## src/rtl/fetch_adder_pkg.sv

```systemverilog
// Shared constants for the fetch address adder: default width and mode-select encoding.
package fetch_adder_pkg;

  localparam int N_DEFAULT = 4;

  localparam logic SEL_ADD  = 1'b0;
  localparam logic SEL_LOAD = 1'b1;

endpackage

```

## src/rtl/fetch_adder_core.sv

```systemverilog
// Parameterised N-bit ripple-carry adder producing sum and carry-out.
module fetch_adder_core #(
  parameter int N = 4
) (
  input  logic [N-1:0] a,
  input  logic [N-1:0] b,
  output logic [N-1:0] sum,
  output logic         cout
);

  logic [N:0] carry;

  assign carry[0] = 1'b0;

  for (genvar i = 0; i < N; i++) begin : g_bit
    assign sum[i]     = a[i] ^ b[i] ^ carry[i];
    assign carry[i+1] = (a[i] & b[i]) | (carry[i] & (a[i] ^ b[i]));
  end

  assign cout = carry[N];

endmodule

```

## src/rtl/fetch_adder.sv

```systemverilog
// Next-fetch-address adder: add increment or load a target, with a registered copy of the result.
module fetch_adder
  import fetch_adder_pkg::*;
#(
  parameter int N = N_DEFAULT
) (
  input  logic [N-1:0] op1,
  input  logic [N-1:0] op2,
  input  logic         sel,
  output logic [N-1:0] out,
  input  logic         clk,
  input  logic         rst,
  output logic         cout,
  output logic [N-1:0] out_q,
  output logic         cout_q
);

  logic [N-1:0] sum;
  logic         sum_cout;
  logic [N-1:0] out_d;
  logic         cout_d;

  fetch_adder_core #(.N(N)) u_core (
    .a    (op1),
    .b    (op2),
    .sum  (sum),
    .cout (sum_cout)
  );

  always_comb begin
    out_d  = sum;
    cout_d = sum_cout;
    // A load bypasses the adder entirely, so no carry can leak out.
    if (sel == SEL_LOAD) begin
      out_d  = op2;
      cout_d = 1'b0;
    end
  end

  assign out  = out_d;
  assign cout = cout_d;

  always_ff @(posedge clk) begin
    if (rst) begin
      out_q  <= '0;
      cout_q <= 1'b0;
    end else begin
      out_q  <= out_d;
      cout_q <= cout_d;
    end
  end

endmodule

```

## config.mk

```make
export PLATFORM = sky130hd
export DESIGN_NAME = fetch_adder
export DESIGN_NICKNAME = d
export VERILOG_FILES = /design/src/rtl/fetch_adder_pkg.sv /design/src/rtl/fetch_adder_core.sv /design/src/rtl/fetch_adder.sv
export SDC_FILE = /design/constraint.sdc
export NUM_CORES = 1
export LEC_CHECK = 0
export BUFFER_PORTS_ARGS = -buffer_cell sky130_fd_sc_hd__buf_2
export CORE_AREA = 3 3 40 42
export CTS_CLUSTER_SIZE = 20
export DETAILED_ROUTE_END_ITERATION = 6
export DIE_AREA = 0 0 43 45
export GPL_ROUTABILITY_DRIVEN = 0
export GPL_TIMING_DRIVEN = 1
export PLACE_DENSITY = 0.5
export RECOVER_POWER = 50
export SLEW_MARGIN = 20
export SYNTH_ARGS = -nofsm -noshare
export SYNTH_HDL_FRONTEND = slang
export SYNTH_SLANG_ARGS = --single-unit
```

## constraint.sdc

```tcl
create_clock -name clk -period 2 [get_ports clk]
set_clock_uncertainty 0.1 [all_clocks]
set_input_delay 0.1 -clock clk [delete_from_list [all_inputs] [get_ports clk]]
set_output_delay 0.1 -clock clk [all_outputs]
set_load 0.005 [all_outputs]
```

==> reports/qor.yml, run 1 <==
cts-root-buf: "clkbuf_4"
gr-total-overflow: 0
final_max_slew_viol_count: 0
drt_first_iter_violations: 3
cp.arrival_ns: 1.73
layout_commonest_cell: "buf_2"
drc: 0
drtAntennaViolNets: 0
synth_nets: 44
ir_drop_mv: 0.143
critical-path-max-stage-delay_ns: 0.40
hp-class: "in2reg"
layout.nets: 69
wl_um: 665
track_usage_pct: 8.04
die-area_um2: 1940
path_common_cell: "inv_2"
die_x_um: 43
clk_path_buf_depth: 2
tritoncts: "yes"
cp-end-kind: "output port"
synth_warnings: 0
placedInstanceArea_um2: 422
finalSetupViolCount: 0
worstPathRequired_ns: 1.80
status: "finished clean"
clock.fmax_mhz: 517
grt_pass1_vias: 250
worst_slack_ns: 0.0670
dp_hpwl_um: 512
wl_per_cell_um: 9.78
timing.final.crit_period_ns: 1.93
max_cap_violations: 0
grt_max_degree: 11
slew_headroom_pct: 84.9
initial_core_util_pct: 24.4
start_kind: "input pin"
seqCellArea_um2: 100
crit_fanout: 2
ys_seq_area_share_pct: 31.9
critical_path_class: "in2out"
crit_chain: "buf_6 -> ha_4 -> inv_2 -> fa_2 -> inv_2 -> fa_2 -> inv_2 -> fa_1 -> nor2b_4 -> a21oi_2 -> buf_2"
hold_violations: 0
period_share_pct: 96.6
grt_pass1_wl_um: 1050
cts_hold_repair.buffers: 0
clk_pin_slew_ns: 0.04
dr.pass1.iters: 2
io_buffer_count: 20
rsz0062_at_grt: "false"
clkSinkCount: 5
nFillCells: 138
worst-path-buf-inv: 5
die_y_um: 45
finalPower_mw: 0.319
ys_seq_elements: 5
synth.distinct_cells: 12
syn-mean-instance-area_um2: 10.8
synth_cells: 29
p_per_area_nw_per_um2: 648
num_rows: 13
leakagePower_nw: 0.254
num_vias: 267
pin_count: 21
h-tree-depth: 1
drive_gt1_share_pct: 66.0
antenna_cells: 0
coreArea_um2: 1280
avgViaCountPerCell: 3.93
tightest_slew_ns: 0.227
synth.cell_area_um2: 314
area_growth_pct: 57.0
place_ws_ns: -0.0442
mostFrequentLayoutCells: "buf_2 (18), dfxtp_1 (5), inv_1 (4)"
critPathTopFamily: "adder cells"
antenna_found_initial: 0
final_cell_area_um2: 493
cts_buffers: 3
final_util_pct: 38.4
multiInputGateArea_um2: 201
cp_slowest_cell: "fa_1"
sequential cells by signal (all words and copies together) (netlist names):
signal	count
out_q	4
cout_q	1
power by group:
group	switching, mW	leakage (nW)	internal, mW
sequential	0.00150	0.0416	0.108
combinational	0.0408	0.197	0.0556
clock	0.0378	0.0150	0.0752
synthesized netlist by cell type:
library cell | instances | area share [%]
a211oi_1 | 2 | 4.8
a21oi_1 | 2 | 3.2
buf_6 | 1 | 3.6
dfxtp_1 | 5 | 32
fa_1 | 3 | 19
ha_1 | 1 | 4.0
inv_1 | 7 | 8.4
mux2_4 | 2 | 9.6
nor2_1 | 1 | 1.2
nor2b_1 | 2 | 4.0
nor2b_4 | 2 | 8.8
nor3_1 | 1 | 1.6
what timing repair did:
action | in CTS | in global routing
gates resized for setup | 12 | 0
pin swaps | 3 | 3
setup buffers | 0 | 1
endpoints found under the setup margin | 1 | 1
per-stage QoR:
step | hold WS, ns | instances | setup TNS, ns
final | 0.0248 | 68 | 0
after detailed placement | 0.270 | 63 | -0.0442
after global routing | 0.0207 | 68 | 0
after global placement | 0.271 | 63 | -0.0549
after floorplan | 0.0643 | 29 | 0
after CTS | 0.0181 | 67 | -0.0331
cell type report:
class                   instances  area share, %
inverters                       7           5.33
well taps                      15           3.81
flip-flops and latches          5           20.3
clock buffers                   4           5.33
multi-input cells              16           40.9
repair buffers                 21           24.4
per-layer routing:
| metal | vias up | global-route usage, % | share of wire, % |
|---|---|---|---|
| met1 | 120 | 7.35 | 32 |
| met2 | 11 | 14.4 | 58 |
| met3 | 0 | 3.59 | 9.9 |
| met4 | 0 | 5.42 | 0 |
| met5 | - | 0 | 0 |
| li1 | 136 | - | - |
logic make-up (layout without fill, tap and decap cells):
kind of cell | count (synthesis) | after routing | synth area share, %
buffers and inverters | 8 | 32 | 12.0
multiplexers | 2 | 2 | 9.56
adder cells (fa/ha/maj) | 4 | 4 | 23.1
flip-flops | 5 | 5 | 31.9
AO/OA/AOI/OAI | 4 | 4 | 7.97
AND/OR/NAND/NOR | 6 | 6 | 15.5
final timing paths:
| check | start | depth (start not counted) | endpoint |
|---|---|---|---|
| max | op2[0] | 11 | out[3] |
| min | rst | 2 | out_q[2]$_SDFF_PP0_ |
Note: power is estimated with default switching activity, not from simulation.
==> inputs of run 2 (changes only) <==
--- a/config.mk
+++ b/config.mk
@@ -5,14 +5,14 @@
 export SDC_FILE = /design/constraint.sdc
 export NUM_CORES = 1
 export LEC_CHECK = 0
-export BUFFER_PORTS_ARGS = -buffer_cell sky130_fd_sc_hd__buf_2
 export CORE_AREA = 3 3 40 42
 export CTS_CLUSTER_SIZE = 20
 export DETAILED_ROUTE_END_ITERATION = 6
 export DIE_AREA = 0 0 43 45
+export DONT_BUFFER_PORTS = 1
 export GPL_ROUTABILITY_DRIVEN = 0
 export GPL_TIMING_DRIVEN = 1
-export PLACE_DENSITY = 0.5
+export PLACE_DENSITY = 0.37
 export RECOVER_POWER = 50
 export SLEW_MARGIN = 20
 export SYNTH_ARGS = -nofsm -noshare
==> constraint.sdc (replaced) <==
create_clock -name clk -period 2 [get_ports clk]
set_clock_uncertainty 0.1 [all_clocks]
set_input_delay 0.1 -clock clk [delete_from_list [all_inputs] [get_ports clk]]
set_output_delay 0.1 -clock clk [all_outputs]
set_load 0.02 [all_outputs]
==> reports/qor.yml, run 2 (synthesis gave the netlist of run 1 again) <==
status: "finished clean"
leakagePower_nw: 0.187  # -26%
placedInstanceArea_um2: 333  # -21%
clk_path_buf_depth: 2  # unchanged
die_x_um: 43  # unchanged
final_util_pct: 32.1  # -6.2 points
reg_top3: "out_q (4), cout_q (1)"
pin_count: 21  # unchanged
power.switching_mw: 0.0970  # +21%
drtAntennaViolNets: 0  # unchanged
die-area_um2: 1940  # unchanged
wl_met1_um: 236  # +12%
power_frac_comb_pct: 25.6  # -4.6 points
track_usage_pct: 7.18  # -0.86 points
drt_first_iter_violations: 0  # -3
tightest_slew_ns: 0.474  # +0.248 ns
period_share_pct: 96.3  # -0.38 points
dr_wl_met3_um: 60  # -9.1%
worstPathRequired_ns: 1.80  # about the same
p_per_area_nw_per_um2: 774  # +19%
dr_wl_met2_um: 357  # -8.0%
clkPwrFrac_pct: 36.2  # +0.8 points
coreArea_um2: 1280  # unchanged
clock.fmax_mhz: 519  # +0.40%
tritoncts: "yes"
grt_max_degree: 8  # -3
top_register: "out_q"
num_vias: 212  # -21%
crit_fanout: 2  # unchanged
critical_path_class: "in2out"
drive_gt1_share_pct: 29.7  # -36 points
cp.arrival_ns: 1.73  # about the same
finalSetupViolCount: 0  # unchanged
dp_hpwl_um: 522  # +2.0%
layout_commonest_cell: "inv_1"
start_kind: "input pin"
io_buffer_count: 0  # -100%
final_max_slew_viol_count: 0  # unchanged
wl_um: 653  # -1.8%
power_frac_seq_pct: 38.2  # +3.8 points
slew_headroom_pct: 68.5  # -16 points
wl_per_cell_um: 12.6  # +28%
rsz0062_at_grt: "false"
switching_share_pct: 30.4  # +5.3 points
dr.pass1.iters: 1  # -1
avgViaCountPerCell: 4.08  # +3.8%
initial_core_util_pct: 24.4  # unchanged
grt_pass1_wl_um: 972  # -7.3%
mostFrequentLayoutCells: "inv_1 (6), dfxtp_1 (5), dlygate4sd3_1 (4)"
antenna_cells: 0  # unchanged
hold_violations: 0  # unchanged
drc: 0  # unchanged
grt_pass1_vias: 231  # -7.6%
fin_setup_tns_ns: 0  # unchanged
timing.final.crit_period_ns: 1.93  # -0.00762 ns
layout.nets: 53  # -23%
clkSinkCount: 5  # unchanged
gr-total-overflow: 0  # unchanged
num_rows: 13  # unchanged
cts_buffers: 3  # unchanged
max_cap_violations: 0  # unchanged
area_growth_pct: 31.5
antenna_found_initial: 0  # unchanged
clk_pin_slew_ns: 0.04  # about the same
hp-class: "in2reg"
ir_drop_mv: 0.157  # +9.6%
routed.top_layer: "met3"
die_y_um: 45  # unchanged
cts_setup_buffers: 0  # unchanged
final_cell_area_um2: 413  # -16%
h-tree-depth: 1  # unchanged
largest_reg_flops: 4  # unchanged
power.internal_mw: 0.222  # -7.0%
cp-end-kind: "output port"
finalPower_mw: 0.319  # about the same
cts-root-buf: "clkbuf_4"
run 2: cell count changes in the layout (fill, tap and decap cells not counted):
cell,delta
buf_2,-18
a21oi_4,+1
buf_6,-2
inv_2,-2
inv_1,+2
fa_2,-1
fa_1,+1
ha_1,+1
ha_4,-1
dlygate4sd3_1,+4
a21oi_2,-1
run 2: path summary, 6_finish.rpt:
check    from             endpoint  slack (ns)  cells past startpoint
max    op1[0]               out[3]        0.07                      9
min    op2[3]  out_q[3]$_SDFF_PP0_        0.03                      2
run 2: worst max-delay path, stage by stage:
cell,delay [ns]
ha_1,0.17
inv_1,0.06
fa_2,0.18
inv_1,0.05
fa_1,0.37
inv_2,0.07
fa_1,0.39
nor2b_4,0.15
a21oi_4,0.18
run 2: per-layer routing:
layer,GRT usage (%),vias to the layer above
met1,6.55,98
met4,7.23,0
met5,0,-
met3,3.98,0
li1,-,105
met2,11.1,9
run 2: power by group through the flow:
stage / Sequential (mW) / Combinational [mW] / Clock (mW)
CTS: 0.122 / 0.0808 / 0.122
detailed placement: 0.124 / 0.0673 / 0
global route: 0.123 / 0.0887 / 0.128
finish: 0.122 / 0.0817 / 0.116
floorplan: 0.123 / 0.0609 / 0
global placement: 0.124 / 0.0643 / 0
run 2: what timing repair did:
item / CTS / global route
gates cloned: 0 / 0
setup endpoints to repair: 1 / 1
resized for setup: 2 / 3
hold buffers: 4 / 0
hold endpoints to repair: 5 / 0
pin swaps: 0 / 1
run 2: through the flow:
step	hold slack [ns]	std cells	setup slack [ns]
floorplan	0.0643	29	0.115
finish	0.0281	52	0.0747
global route	0.0463	52	0.0157
detailed placement	0.0673	44	-0.00538
CTS	0.0315	52	0.0232
global placement	0.0670	44	0.0416
run 2: layout make-up:
class                      count  area [um^2]
sequential                     5          100
tap                           15         18.8
multi-input combinational     16          194
timing repair buffer           5         47.5
fill                         140          872
inverter                       7         26.3
clock buffer                   4         26.3
